`src/rtl/sdiv_pkg.sv`:
```
// Shared types and helpers for the sequential signed divider.
package sdiv_pkg;

  localparam int SDIV_WIDTH = 32;

  // Cycles from the cycle start is presented to the cycle done is high:
  // WIDTH restoring steps in CALC, one FIX cycle, then the DONE cycle.
  localparam int SDIV_LATENCY = SDIV_WIDTH + 2;

  typedef enum logic [1:0] {
    IDLE,
    CALC,
    FIX,
    DONE
  } sdiv_state_t;

  // Absolute value as an unsigned magnitude. The most-negative value maps to
  // 2^(WIDTH-1), which still fits in WIDTH unsigned bits.
  function automatic logic [SDIV_WIDTH-1:0] abs_mag(input logic [SDIV_WIDTH-1:0] v);
    return v[SDIV_WIDTH-1] ? -v : v;
  endfunction

endpackage

```
`src/rtl/sdiv_step.sv`:
```
// One restoring division iteration: shift in a dividend bit, trial subtract.
module sdiv_step
  import sdiv_pkg::*;
#(
  parameter int WIDTH = SDIV_WIDTH
) (
  input  logic [WIDTH:0]   rem_in,
  input  logic             din,
  input  logic [WIDTH-1:0] dmag,
  output logic [WIDTH:0]   rem_out,
  output logic             q_bit
);

  logic [WIDTH+1:0] shifted;
  logic [WIDTH+1:0] diff;

  // Trial subtract one bit wider than the shifted remainder so the borrow is
  // unambiguous; a clear top bit means the divisor fits and is kept.
  always_comb begin
    shifted = {rem_in, din};
    diff    = shifted - {2'b00, dmag};
    q_bit   = ~diff[WIDTH+1];
    rem_out = q_bit ? diff[WIDTH:0] : shifted[WIDTH:0];
  end

endmodule

```
`src/rtl/sdiv_seq.sv`:
```
// Iterative signed divider with start/busy/done handshake.
//
// state | meaning
// IDLE  | waiting for start; operands captured on the accepting edge
// CALC  | WIDTH restoring steps, one per clock
// FIX   | apply signs and special cases, register results
// DONE  | one-cycle done pulse, start ignored
module sdiv_seq
  import sdiv_pkg::*;
#(
  parameter int WIDTH = SDIV_WIDTH
) (
  input  logic             clk,
  input  logic             rst,
  input  logic             start,
  input  logic [WIDTH-1:0] dividend,
  input  logic [WIDTH-1:0] divisor,
  output logic             busy,
  output logic             done,
  output logic [WIDTH-1:0] quotient,
  output logic [WIDTH-1:0] remainder,
  output logic             div_by_zero,
  output logic             overflow
);

  localparam int               CW       = (WIDTH > 1) ? $clog2(WIDTH) : 1;
  localparam logic [CW-1:0]    CNT_LOAD = CW'(WIDTH - 1);
  localparam logic [WIDTH-1:0] MOST_NEG = {1'b1, {(WIDTH-1){1'b0}}};

  sdiv_state_t      state, nstate;
  logic [CW-1:0]    cnt;
  logic [WIDTH:0]   rem;
  // Holds the dividend magnitude at first; quotient bits shift in from the
  // bottom as dividend bits leave the top, so it ends as the magnitude quotient.
  logic [WIDTH-1:0] shreg;
  logic [WIDTH-1:0] dmag;
  logic [WIDTH-1:0] dvd_orig;
  logic             q_neg, r_neg, dz_c, ovf_c;
  logic [WIDTH:0]   step_rem;
  logic             step_q;

  sdiv_step #(.WIDTH(WIDTH)) u_step (
    .rem_in (rem),
    .din    (shreg[WIDTH-1]),
    .dmag   (dmag),
    .rem_out(step_rem),
    .q_bit  (step_q)
  );

  // State register.
  always_ff @(posedge clk) begin
    if (rst) state <= IDLE;
    else     state <= nstate;
  end

  // Next-state and handshake outputs.
  always_comb begin
    nstate = state;
    busy   = 1'b0;
    done   = 1'b0;
    case (state)
      IDLE: if (start) nstate = CALC;
      CALC: begin
        busy = 1'b1;
        if (cnt == '0) nstate = FIX;
      end
      FIX: begin
        busy   = 1'b1;
        nstate = DONE;
      end
      DONE: begin
        done   = 1'b1;
        nstate = IDLE;
      end
      default: nstate = IDLE;
    endcase
  end

  // Operand capture, iteration datapath and result registers.
  always_ff @(posedge clk) begin
    if (rst) begin
      cnt         <= '0;
      rem         <= '0;
      shreg       <= '0;
      dmag        <= '0;
      dvd_orig    <= '0;
      q_neg       <= 1'b0;
      r_neg       <= 1'b0;
      dz_c        <= 1'b0;
      ovf_c       <= 1'b0;
      quotient    <= '0;
      remainder   <= '0;
      div_by_zero <= 1'b0;
      overflow    <= 1'b0;
    end else begin
      case (state)
        IDLE: begin
          if (start) begin
            dmag     <= abs_mag(divisor);
            shreg    <= abs_mag(dividend);
            rem      <= '0;
            cnt      <= CNT_LOAD;
            q_neg    <= dividend[WIDTH-1] ^ divisor[WIDTH-1];
            r_neg    <= dividend[WIDTH-1];
            dvd_orig <= dividend;
            dz_c     <= (divisor == '0);
            ovf_c    <= (dividend == MOST_NEG) && (divisor == '1);
          end
        end
        CALC: begin
          rem   <= step_rem;
          shreg <= {shreg[WIDTH-2:0], step_q};
          cnt   <= cnt - CW'(1);
        end
        FIX: begin
          if (dz_c) begin
            quotient    <= '1;
            remainder   <= dvd_orig;
            div_by_zero <= 1'b1;
            overflow    <= 1'b0;
          end else if (ovf_c) begin
            quotient    <= dvd_orig;
            remainder   <= '0;
            div_by_zero <= 1'b0;
            overflow    <= 1'b1;
          end else begin
            quotient    <= q_neg ? -shreg : shreg;
            remainder   <= r_neg ? -rem[WIDTH-1:0] : rem[WIDTH-1:0];
            div_by_zero <= 1'b0;
            overflow    <= 1'b0;
          end
        end
        default: ;
      endcase
    end
  end

endmodule

```
`config.mk`:
```
export PLATFORM = sky130hd
export DESIGN_NAME = sdiv_seq
export DESIGN_NICKNAME = d
export VERILOG_FILES = /design/src/rtl/sdiv_pkg.sv /design/src/rtl/sdiv_step.sv /design/src/rtl/sdiv_seq.sv
export SDC_FILE = /design/constraint.sdc
export NUM_CORES = 1
export LEC_CHECK = 0
export BUFFER_PORTS_ARGS = -buffer_cell sky130_fd_sc_hd__buf_2
export CORE_ASPECT_RATIO = 1.5
export CORE_MARGIN = 5
export CORE_UTILIZATION = 25
export CTS_BUF_LIST = sky130_fd_sc_hd__clkbuf_8 sky130_fd_sc_hd__clkbuf_16
export CTS_CLUSTER_DIAMETER = 30
export DETAILED_ROUTE_END_ITERATION = 12
export GPL_ROUTABILITY_DRIVEN = 0
export PLACE_DENSITY = 0.46
export SLEW_MARGIN = 25
export SYNTH_ARGS = -nofsm -noshare
export SYNTH_HDL_FRONTEND = slang
export SYNTH_SLANG_ARGS = --single-unit
```
`constraint.sdc`:
```
create_clock -name clk -period 10.05 [get_ports clk]
set_input_delay 1.5075 -clock clk [delete_from_list [all_inputs] [get_ports clk]]
set_output_delay 1.5075 -clock clk [all_outputs]
set_load 0.1 [all_outputs]
```
=== Yosys cells after proc, flatten, opt, wreduce, memory -nomap -nowiden ===
Cells that the tools add are included.

* Flip-flop bits (word level): 206
* Input bits: 67
* Output and inout bits: 68
* Logic and storage cells: 61

* Add/subtract/negate cells: 6
* Equality and inequality tests: 7
* Muxes and demuxes: 23
* Bitwise operators: 2
* Reductions and logical operators: 9

{| class="wikitable"
|+ Operator list
! operator !! count
|-
| two-way mux 32 bit || 9
|-
| negation 32 bit || 4
|-
| two-way mux 33 bit || 2
|-
| one-hot mux 33 bit (2 select lines) || 1
|-
| equality test 32 bit (second input constant) || 2
|-
| one-hot mux 32 bit (2 select lines) || 1
|-
| subtractor 34 x 32 -> 34 bit || 1
|-
| logical NOT 32 bit || 1
|-
| one-hot mux 5 bit (2 select lines) || 1
|-
| one-hot mux 2 bit (4 select lines) || 1
|-
| AND reduction 2 bit || 3
|-
| logical NOT 5 bit || 1
|-
| two-way mux 1 bit || 5
|-
| two-way mux 5 bit || 1
|-
| subtractor 5 x 1 -> 5 bit (second input constant) || 1
|-
| equality test 2 bit (second input constant) || 2
|-
| two-way mux 2 bit || 2
|-
| != test 2 bit (second input constant) || 2
|-
| equality test 2 x 1 -> 1 bit (second input constant) || 1
|-
| logical NOT 2 bit || 1
|-
| nonzero test 2 bit || 1
|-
| OR reduction 2 bit || 1
|-
| logical AND 1 bit || 1
|-
| NOT 1 bit || 1
|-
| XOR 1 bit || 1
|}

=== Longest topological paths before layout ===
Gate-level depths: netlist of run 1.

* Depth after elaboration: 4
* Mapped depth: 13
* Depth with buffers taken out: 13

=== Modules after synthesis ===
A second synthesis of run 1 with hierarchy kept.

* Cell total of the unflattened synthesis: 1712
* Area total of the unflattened synthesis: 13152.6 sq um

{| class="wikitable"
|+ Modules (own cells, without submodules)
! module !! times used !! cells each !! area an instance (sq um) !! sequential area each (sq um)
|-
| sdiv_seq || 1 || 1361 || 10895.4 || 4103.9
|-
| sdiv_step || 1 || 351 || 2257.2 || 0.0
|}

=== Worst setup path before layout of run 1 ===
OpenSTA, ideal clock, no wires.

* Kind: input to register
* Start point: input port dividend[10]
* End point: register shreg[30]
* Setup time: 0.132 ns
* Arrival: 4.126 ns
* Data required time: 9.918 ns
* Path slack: 5.792 ns
* Stages: 9
* Path buffers: 0
* Cell sequence: or4_4 -> or4_4 -> or4_4 -> or4_4 -> o41ai_2 -> xor2_1 -> o21ai_1 -> nand2_1 -> a21oi_1

* Word-level cells in the longest chain between the ends: 4

{| class="wikitable"
|+ Ends and longest elaborated chain
! what !! RTL line !! text
|-
| from (decl) || sdiv_seq.sv:16 || <nowiki>input logic [WIDTH-1:0] dividend,</nowiki>
|-
| negation 32 bit || sdiv_pkg.sv:20 || <nowiki>return v[SDIV_WIDTH-1] ? -v : v;</nowiki>
|-
| two-way mux 32 bit || sdiv_pkg.sv:20 ||
|-
| two-way mux 32 bit || sdiv_seq.sv:98 || <nowiki>if (start) begin</nowiki>
|-
| one-hot mux 32 bit (2 select lines) || sdiv_seq.sv:96 || <nowiki>case (state)</nowiki>
|-
| to (signal assigned) || sdiv_seq.sv:100 || <nowiki>shreg <= abs_mag(dividend);</nowiki>
|-
| to (signal assigned) || sdiv_seq.sv:112 || <nowiki>shreg <= {shreg[WIDTH-2:0], step_q};</nowiki>
|-
| to (decl) || sdiv_seq.sv:35 || <nowiki>logic [WIDTH-1:0] shreg;</nowiki>
|}

Every way passes these cells. The select of a mux whose other input is x is not followed.
A chain may end at the register's enable or synchronous reset.

=== Worst setup path in the final report of run 1 ===
Ends and elaborated chain as after synthesis.

==> metrics list, run 1 <==
* Via count: between 10000 and 15000
* Worst setup slack for register-to-register paths: between 6 and 7 ns
* Clock latency on the worst-skew pair: around 0.54 ns
- The top cell types in the final layout, fill and taps aside, are nand2_1 (240), dfxtp_1 (203), nor2_1 (146).
* Flop and latch count out of synthesis: between 200 and 250
* Max VDD drop: 118.2 µV
* Crit path largest cell delay: 0.56 ns
- Number of max-cap violations: 0
* Post-route fraction of the period consumed by the critical path: 40.95%
- The net count of the finished layout is 1789.
* Number of enable flip-flop cells after synthesis: 0
- Input and output buffers added on the ports amount to ~130.
- In this run the most critical hold path is launched from dmag[22]$_SDFFE_PP0P_.
- Fraction of final layout cells with drive strength greater than 1: around 14%
* Die outline width: 190.7 µm
* Total global routing track utilization: 15.67%
* Clock Skews: 0.02008 ns
- After global routing the overflow that remains totals 0.
* Category of the most critical setup path: in2reg
- The worst register-to-register path has a depth of 10.
- Clock sink count: 205
* Synthesized instance count: 1584
- The routed design could run at a clock period as short as a little over 4 ns.
- Depth of the CTS H-tree: 2
- In this run the deepest clock path goes through 3 buffers.
- Type of element capturing the critical path: flop
* Number of antenna-violating nets in the routed design: 0
- Slowest cell on the critical path: or4_4
- Leaving out fill and tap cells, the most frequent cell in the layout is nand2_1.
* Post-synthesis instance area: 12240 µm²
- Of the synthesized area, sequential elements account for 33.52%.
* Netlist cell types: 62
- STA classifies the critical path startpoint as a primary input.
- Row cnt: 99
- The max-slew violation count was 0.
- Dividing the detail-routed wire length by the instance count gives ~18 µm.
- Most prevalent standard cell on the critical path: or4_4
- The critical path goes through buf_2, or4_4, or4_4, or4_4, or4_4, o41ai_2, xor2_1, o21ai_1, nand2_1, a21oi_1.
* Finished Core Util: between 30% and 40%
* Worst max-slew margin expressed relative to the limit: 34.28%
- Average cell area after synthesis: 7.729 µm²
- Maximum number of pins on one net before global-route repair: a little over 90
- For this run, the top clock speed supported by timing is 243.0 MHz.
* Transition at the pin with the smallest max-transition slack: 0.9820 ns
- Final number of setup-violating endpoints: 0
- Buffers added to address setup during post-CTS repair amount to 0.
- Arrival time at the worst endpoint: 4.50 ns
- Once the clock tree was built, the resizer swapped 0 gates to a different size.
- Dividing total power by cell area gives a power density of 286.0 nW/µm².
* First-pass GRT wire length: 66950 µm
- Top-level I/O count: 135
- Summed over all instances, the cell type with the most area after synthesis is dfxtp_1.
- Buffers inserted during clock tree synthesis total 44.
- Avg Vias per Cell: 4.934
- The initial antenna violation count was 0.
* Clock transition at the registers of the reported paths: 0.05 ns
- Power comes to 4.290 mW.
- Overall die area: 53590 µm²
* Vias in the first global route: around 12000
* Synthesis Warnings: 0
- The first TritonRoute pass finished after 5 iterations.
* Synth top area cells: dfxtp_1 (34%), nand2_1 (7.4%), xor2_1 (6.1%)
- The cell sitting at the root of the clock tree is a clkbuf_16.
* Reg-to-reg critical path startpoint: rem[3]$_SDFFE_PP0P_
- The number of nets in the synthesized netlist is between 1500 and 2000.
- Among all flip-flop cells after synthesis, the most frequent one is dfxtp_1.
* Min-Delay Path Class: reg2reg
- For this block, the routed nets add up to roughly 43000 µm of wire.
- Worst EP required: 10.43 ns
- Adding up every negative setup slack in the final design gives 0 ns.
- For this block, the initial DRC count from the detailed router was 624.
- Initial cell density of the core: 25.21%
* Hold Violations, Final: 0
* First element of the critical path: dividend[10]
- Lkg Pwr: 5.894 nW
- Final HPWL from detailed placement: 31970 µm
- The area growth from synthesis to layout is 22.50%.
- Core region area: 48560 µm²
- After synthesis, the share of flip-flops with an asynchronous set or reset is 0%.
* Unrepaired setup endpoints after global routing: false
* Status: complete, no violations
* Share of the synthesized area in the top cell type: 33.52%
- In this run the worst setup path terminates at shreg[30]$_SDFFE_PP0P_.
* Die span in y: 281.0 µm
* Post-cts hold buffer count: 0
* Critical path fanouts, max: 6
* # DRC: 0
- In this run the critical register-to-register path is captured at rem[29]$_SDFFE_PP0P_.
* TritonCTS clock tree: done
==> synthesized netlist by cell type (5+ instances only) <==
master      n
nand2_1   240
dfxtp_1   205
nor2_1    148
a21oi_1   130
o21ai_0   122
clkbuf_1   91
xor2_1     85
a211oi_1   73
inv_1      63
xnor2_1    59
ha_1       43
o31ai_1    36
a222oi_1   31
mux2i_1    24
o41ai_1    20
or4_1      19
nand3_1    16
nor3_1     16
nand4_1    14
a32oi_1    11
nor4_1     10
or3_1       9
a21o_1      8
buf_1       8
nand2b_1    8
nand3b_1    8
a31oi_1     5
nor2b_1     5
o21a_1      5
o22ai_1     5
==> final cells by class <==
type                       count  area [µm²]
fill                        5330       33560
multi-input combinational   1214        7575
sequential                   205        4106
clock buffer                  49        1192
tap                          656       820.8
timing repair buffer         150       797.0
clock inverter                30       267.8
inverter                      63       236.5
antenna                        1       2.502
==> power by group <==
part           total (mW)  internal [mW]  switching, mW
sequential           1.16          0.985          0.175
combinational        1.72          0.495           1.22
clock                1.41          0.927          0.485
total                4.29           2.41           1.88
==> stage by stage <==
step | hold slack, ns | std cells | setup slack [ns] | area, µm²
floorplan | 0.4319 | 1584 | 5.792 | 12240
global placement | 0.4454 | 2288 | 5.394 | 13520
detailed placement | 0.4485 | 2288 | 5.378 | 13530
CTS | 0.4555 | 2367 | 5.946 | 14990
global route | 0.4733 | 2367 | 5.844 | 15000
finish | 0.4563 | 2368 | 5.934 | 15000
==> worst max-delay path: cells and delay by family <==
family / cells / cell delay [ns]
simple gates: 5 / 2.20
xor+xnor: 1 / 0.17
buf+inv: 1 / 0.14
compound gates: 3 / 0.47
==> cells by family after synthesis <==
logic type / count (synthesis) / synth area share, %
AO/OA/AOI/OAI: 481 / 25.50
multiplexers: 25 / 2.054
adder cells (fa/ha/maj): 44 / 4.558
flip-flops: 205 / 33.52
XOR/XNOR: 144 / 10.30
AND/OR/NAND/NOR: 520 / 18.98
buffers and inverters: 165 / 5.089
==> routing by layer <==
layer | part of all wire, % | global-route usage [%] | vias to the layer above
li1 | - | - | 5891
met1 | 41 | 18.22 | 5491
met2 | 52 | 29.07 | 225
met3 | 2.9 | 1.802 | 77
met4 | 3.5 | 6.191 | 0
met5 | 0 | 0 | -
==> worst min-delay path by stage <==
| stage | to | slack, ns | depth (start not counted) |
|---|---|---|---|
| 3_3_place_gp | dmag[22]$_SDFFE_PP0P_ | 0.45 | 2 |
| 5_1_grt | dmag[22]$_SDFFE_PP0P_ | 0.47 | 2 |
| 6_report | dmag[22]$_SDFFE_PP0P_ | 0.46 | 2 |
| 3_5_place_dp | dmag[22]$_SDFFE_PP0P_ | 0.45 | 2 |
| 2_1_floorplan | dmag[20]$_SDFFE_PP0P_ | 0.43 | 2 |
| 4_1_cts | dmag[22]$_SDFFE_PP0P_ | 0.46 | 2 |
==> registers in the layout, summed over array words and instances, names as in the netlist, 2 cells and up <==
signal	count
state	2
remainder	32
cnt	5
quotient	32
dmag	32
dvd_orig	32
rem	33
shreg	32
No activity file was read; power rests on OpenSTA's default activity.
==> run 2: changes to the inputs <==
Clock period 10.05 ns to 3.8 ns, I/O delays scaled along.
==> metrics list, run 2 (synthesis gave the netlist of run 1 again) <==
- Setup repair after global routing left no endpoint under its margin.
* Core region area: between 40000 and 50000 µm²
- The register with the most flip-flops in the layout has 33 of them.
- Area grow syn2layout: 23.27%
- Once the floorplan was initialized, standard cells occupied 25.21% of the core.
- Row generation in the floorplan step produced 99 rows.
* Post-route fraction of the period consumed by the critical path: between 90 and 100%
* Avg Vias per Cell: 4.942
- Category of the most critical setup path: reg2reg
* Worst max-slew margin expressed relative to the limit: 39.49%
* Depth of the CTS H-tree: 2
- Kind of launch point of the worst setup path: flop
- Post-cts hold buffer count: 0
* Setup TNS: 0 ns
* Antenna violations before repair: 3
- Final HPWL from detailed placement: 32760 µm
- The layout has approximately 5200 filler cells.
* Register name with the most flops: rem
- Arrival time at the worst endpoint: 3.83 ns
- Pins over their slew limit: 0
* First-pass GRT wire length: 67120 µm
* Top-level I/O count: ~140
- Die span in y: about 280 µm
- STA classifies the critical path endpoint as a flop.
* Power Density: between 700 and 800 nW/µm²
* Status: complete, no violations
- The library cells used most frequently in the layout, excluding fill and tap cells, are nand2_1 (240), dfxtp_1 (203), nor2_1 (146).
- Critical path fanouts, max: 3
- # DRC: 0
- Minimum setup slack after placement: about 0.16 ns
* Hold Violations, Final: 0
- Clock tree synthesis selected as its root buffer the cell clkbuf_16.
- Final worst setup slack: roughly 0.35 ns
* Overall die area: 53590 µm²
- Post-CTS Setup Bufs: 0
* Total global routing track utilization: 15.74%
- Setup violations remaining at the end of the flow were counted as 0.
- After detailed routing, the average wire length per cell comes to about 18 µm.
* Num CTS Buffers: 41
* Vias in the first global route: around 12000
* Maximum clock frequency: 290.2 MHz
- Drt first pass iters: 6
- After global routing the overflow that remains totals 0.
* Clock latency on the worst-skew pair: 0.54 ns
* Post-layout min period: 3.446 ns
- Final wirelength: 43420 µm
- Bufs on Longest Clock Path: 3
- For the pin with the worst max-slew slack, the measured transition is 0.9076 ns.
* # resized after CTS: 0
* Number of antenna-violating nets in the routed design: 0
- Clock-pin slew was measured on the worst setup and hold paths at 0.05 ns.
* TritonCTS clock tree: done
- The min-delay analysis places its worst path in the category in2reg.
* Clock sink count: about 200
- After the first detailed-routing iteration, the DRC count stood at between 600 and 700.
- Die outline width: approximately 190 µm
* Clock Skews: roughly 0.023 ns
- Lkg Pwr: around 6.0 nW
* Most common cell after layout, fill and taps aside: nand2_1
- Number of max-cap violations: 0
- Via count: 11790
- Cells with a size suffix above 1 make up 15.35% of the layout.
- Across the VDD grid, the largest voltage drop is 359.1 µV.
- Maximum number of pins on one net before global-route repair: 105
* Buffers added on ports: around 130
- Net count reported at finish: 1804
- Worst EP required: between 4 and 5 ns
[run 2: cell types whose count changed in the layout (fill, tap and decap cells not counted), moves of 2 or more]
cell / change
clkbuf_8: +3
diode_2: +2
inv_6: +2
buf_12: +2
clkbuf_16: -5
clkinvlp_4: -3
buf_4: +16
inv_1: -3
[run 2: power breakdown]
group	internal [mW]	leakage, nW	total [mW]	switching, mW
clock	2.38	0.709	3.66	1.28
combinational	1.38	3.58	4.67	3.29
sequential	2.60	1.67	3.07	0.470
[run 2: per-stage QoR]
| step | hold slack [ns] | cell area, µm² | cells | total power [mW] | utilization (%) |
|---|---|---|---|---|---|
| floorplan | 0.4319 | 12240 | 1584 | 6.439 | - |
| global placement | 0.4408 | 13670 | 2306 | 7.788 | 28.15 |
| detailed placement | 0.4496 | 13670 | 2306 | 7.814 | 28.16 |
| CTS | 0.2915 | 15080 | 2382 | 11.55 | 31.06 |
| global route | 0.3207 | 15090 | 2385 | 12.12 | 31.08 |
| finish | 0.3146 | 15090 | 2385 | 11.40 | 31.08 |
[run 2: path summary, 6_finish.rpt]
| kind | from | endpoint | slack (ns) | cells past startpoint |
|---|---|---|---|---|
| setup / recovery | shreg[31]$_SDFFE_PP0P_ | rem[32]$_SDFFE_PP0P_ | 0.35 | 13 |
| hold / removal | dividend[4] | dvd_orig[4]$_SDFFE_PP0P_ | 0.31 | 3 |
| setup reg to reg | shreg[31]$_SDFFE_PP0P_ | rem[32]$_SDFFE_PP0P_ | 0.35 | 13 |
| hold reg to reg | dmag[22]$_SDFFE_PP0P_ | dmag[22]$_SDFFE_PP0P_ | 0.45 | 2 |
[run 2: cell type report]
cell class	instances	area (µm²)	area share, %
clock buffers	47	1109	7.345
diodes	3	7.507	0.04974
clock inverters	29	302.8	2.006
well taps	656	820.8	5.439
inverters	63	236.5	1.567
flip-flops and latches	205	4109	27.23
multi-input cells	1214	7550	50.02
repair buffers	168	957.2	6.342
[run 2: per-layer routing]
| layer | track usage (%) | up-vias | routed length [µm] |
|---|---|---|---|
| met4 | 6.873 | 0 | 1793 |
| met5 | 0 | - | 0 |
| met2 | 28.95 | 231 | 22650 |
| li1 | - | 5922 | - |
| met1 | 18.09 | 5550 | 17560 |
| met3 | 2.075 | 83 | 1420 |
[run 2: critical path, cell delays in order (launching register included)]
cell and delay [ns]:
dfxtp_1 0.30, inv_1 0.08, ha_1 0.17, inv_1 0.05
fa_1 0.42, a211oi_1 0.23, o21ai_0 0.19, o31a_1 0.31
o21ai_0 0.36, o21ai_0 0.23, a22o_1 0.31, o311a_1 0.32
o2111ai_1 0.18, o311ai_0 0.14
==> run 3: changes to the inputs <==
==> constraint.sdc (replaced) <==
create_clock -name clk -period 3.8 [get_ports clk]
set_input_delay 0.38 -clock clk [delete_from_list [all_inputs] [get_ports clk]]
set_output_delay 0.38 -clock clk [all_outputs]
set_load 0.1 [all_outputs]
==> metrics list, run 3 (synthesis gave the netlist of run 1 again) <==
- After layout, the worst path uses 87.50% of the clock period.
- The library cell used most frequently in the layout, excluding fill and tap cells, is nand2_1.
* Type of element capturing the critical path: flop
* First-pass GRT wire length: 66630 µm
- Data arrives at the worst endpoint at between 3 and 4 ns.
- The area growth from synthesis to layout is 23.85%.
* Worst Hold Margin: 0.1261 ns
- Commonest non-fill, non-tap cells in the layout: nand2_1 (240), dfxtp_1 (203), nor2_1 (146)
* Finished Cell Area: 15160 µm²
- For this design, the slowest cell found on the critical path is or4_1.
- The via count of the first global-routing pass is 11760.
- The filler cells instantiated in the layout total 5300.
- The flow ran to the end, and the final reports show no timing, DRC or antenna violations.
* # DRC: 0
* Sequential Area: between 4000 and 5000 µm²
- The worst pin sits at a relative slew slack of 34.30%.
- Port buffering added 134 buffers.
- After detailed routing, the number of vias per cell comes to 4.940.
- The clock passes through at most 3 buffers.
* Core region area: approximately 49000 µm²
- After detailed routing, the average wire length per cell comes to roughly 18 µm.
* Drt first pass iters: 6
- The H-tree was split into 2 levels.
* Min-Delay Path Class: in2reg
- The number of gates resized after CTS was 0.
- Clock transition at the registers of the reported paths: around 0.050 ns
* Number of max-cap violations: 0
- Summing all placed instances gives a cell area of 13640 µm².
* Final number of setup-violating endpoints: 0
- The register with the most flip-flops in the layout has 33 of them.
- Startpoint of the most critical hold path: dividend[3]
* Die outline width: around 190 µm
- CTS placed an instance of clkbuf_16 at the clock tree root.
- After routing, the total negative slack on setup checks comes to 0 ns.
- The worst register-to-register path has a depth of 9.
- The analysis attributes to cell leakage a power of 5.993 nW.
* Post-CTS Setup Bufs: 0
- Derived from the worst setup path, the maximum achievable clock frequency is 300.7 MHz.
* Worst setup slack for register-to-register paths: 0.47 ns
- Area of combinational cells with multiple inputs: 7550 µm²
- Hold Violations, Final: 0
- The initialized floorplan defines 99 standard-cell rows.
- Final HPWL from detailed placement: 32430 µm
* Antenna violations before repair: 3
- Of all nets on the critical path, the largest fanout is 8.
- The post-route netlist has 15.10% of its cells at a drive strength greater than 1.
- Register name with the most flops: rem
- The worst setup path is of the reg2reg kind.
* Num CTS Buffers: 44
- For this block, the initial DRC count from the detailed router was 694.
- The endpoint identified for the worst register-to-register timing path is remainder[31]$_SDFFE_PP0P_.
- Summed over all layers, the global routing overflow is 0.
- Global routing consumed, over all layers together, 15.58% of the routing resources.
* Die span in y: 281.0 µm
* Maximum number of pins on one net before global-route repair: 105
- STA classifies the critical path startpoint as a flop.
- Clock latency on the worst-skew pair, taken at its later pin, is 0.54 ns.
* Initial cell density of the core: 25.21%
- Cell-by-cell trace of the critical path: or4_1, nor3_2, nand3_2, or4_1, or4_1, o31ai_1, xnor2_1, a222oi_1, nor2_1
- Post-layout min period: 3.325 ns
- For the pin with the worst max-slew slack, the measured transition is 0.9817 ns.
- Across the routed clock network, the largest skew measured is 0.02113 ns.
* Final wirelength: between 40000 and 50000 µm
- End point of the critical path: remainder[31]$_SDFFE_PP0P_
- The die covers 53590 µm².
- Max VDD drop: 368.6 µV
- The worst register-to-register path begins at rem[2]$_SDFFE_PP0P_.
- The most numerous cell type found on the critical path is or4_1.
* Power Density: roughly 760 nW/µm²
- TritonCTS clock tree: done
* Worst EP required: 4.18 ns
- Crit path largest cell delay: approximately 0.60 ns
* First element of the critical path: rem[2]$_SDFFE_PP0P_
* Net count reported at finish: 1805
- Unrepaired setup endpoints after global routing: false
* Top-level I/O count: 135
* Number of antenna-violating nets in the routed design: 0
- After clock tree synthesis, the flow added hold-fix buffers numbering 0.
* Clock sink count: ~210
- The routed layout has 11800 vias.
- Pins over their slew limit: 0
[run 3: cell types whose count changed in the layout (fill, tap and decap cells not counted), moves of 2 or more]
cell | previous run | this run
inv_1 | 66 | 73
clkinv_2 | 9 | 3
clkinvlp_4 | 2 | 7
clkbuf_16 | 41 | 44
bufinv_16 | 4 | 6
clkbuf_8 | 6 | 4
inv_6 | 4 | 2
[run 3: per-layer routing]
| layer | vias up | track usage (%) | wire [µm] |
|---|---|---|---|
| met1 | 5547 | 18.05 | 17670 |
| met2 | 242 | 28.82 | 22390 |
| li1 | 5937 | - | - |
| met5 | - | 0 | 0 |
| met4 | 0 | 6.283 | 1532 |
| met3 | 76 | 1.926 | 1458 |
[run 3: where the power goes]
part / internal [mW] / switching, mW / total [mW]
Sequential: 2.60 / 0.466 / 3.07
Clock: 2.59 / 1.28 / 3.88
Combinational: 1.36 / 3.28 / 4.64
Total: 6.56 / 5.03 / 11.6
[run 3: worst min path at each step]
| stage | to | slack [ns] | cells past startpoint |
|---|---|---|---|
| floorplan | dmag[20]$_SDFFE_PP0P_ | 0.43 | 2 |
| global placement | dmag[22]$_SDFFE_PP0P_ | 0.45 | 2 |
| detailed placement | dmag[0]$_SDFFE_PP0P_ | 0.46 | 2 |
| CTS | dvd_orig[3]$_SDFFE_PP0P_ | 0.1 | 3 |
| global route | dvd_orig[16]$_SDFFE_PP0P_ | 0.12 | 3 |
| finish | dvd_orig[3]$_SDFFE_PP0P_ | 0.13 | 3 |
[run 3: final cells by class]
type,instances,area share [%]
Inverter,63,1.560
Tap cell,656,5.413
Clock buffer,48,7.624
Timing Repair Buffer,166,6.131
Sequential cell,205,27.08
Clock inverter,33,2.335
Antenna cell,4,0.06601
Multi-Input combinational cell,1214,49.79
[run 3: metrics by stage]
stage | power, mW | cells | setup WS, ns | utilization [%]
2_1_floorplan | 6.439 | 1584 | 0.6697 | -
5_1_grt | 12.29 | 2388 | 0.1746 | 31.22
3_5_place_dp | 7.771 | 2304 | 0.2921 | 28.09
4_1_cts | 11.73 | 2385 | 0.4138 | 31.20
6_report | 11.59 | 2389 | 0.4749 | 31.23
3_3_place_gp | 7.758 | 2304 | 0.2863 | 28.09
[run 3: worst max-delay path: cells and delay by family, from the launching register on]
family                    cells  cell delay (ns)
and+or+nand+nor               6             2.10
AOI/OAI and AO/OA             2             0.58
DFF                           1             0.38
xor gates and xnor gates      1             0.11
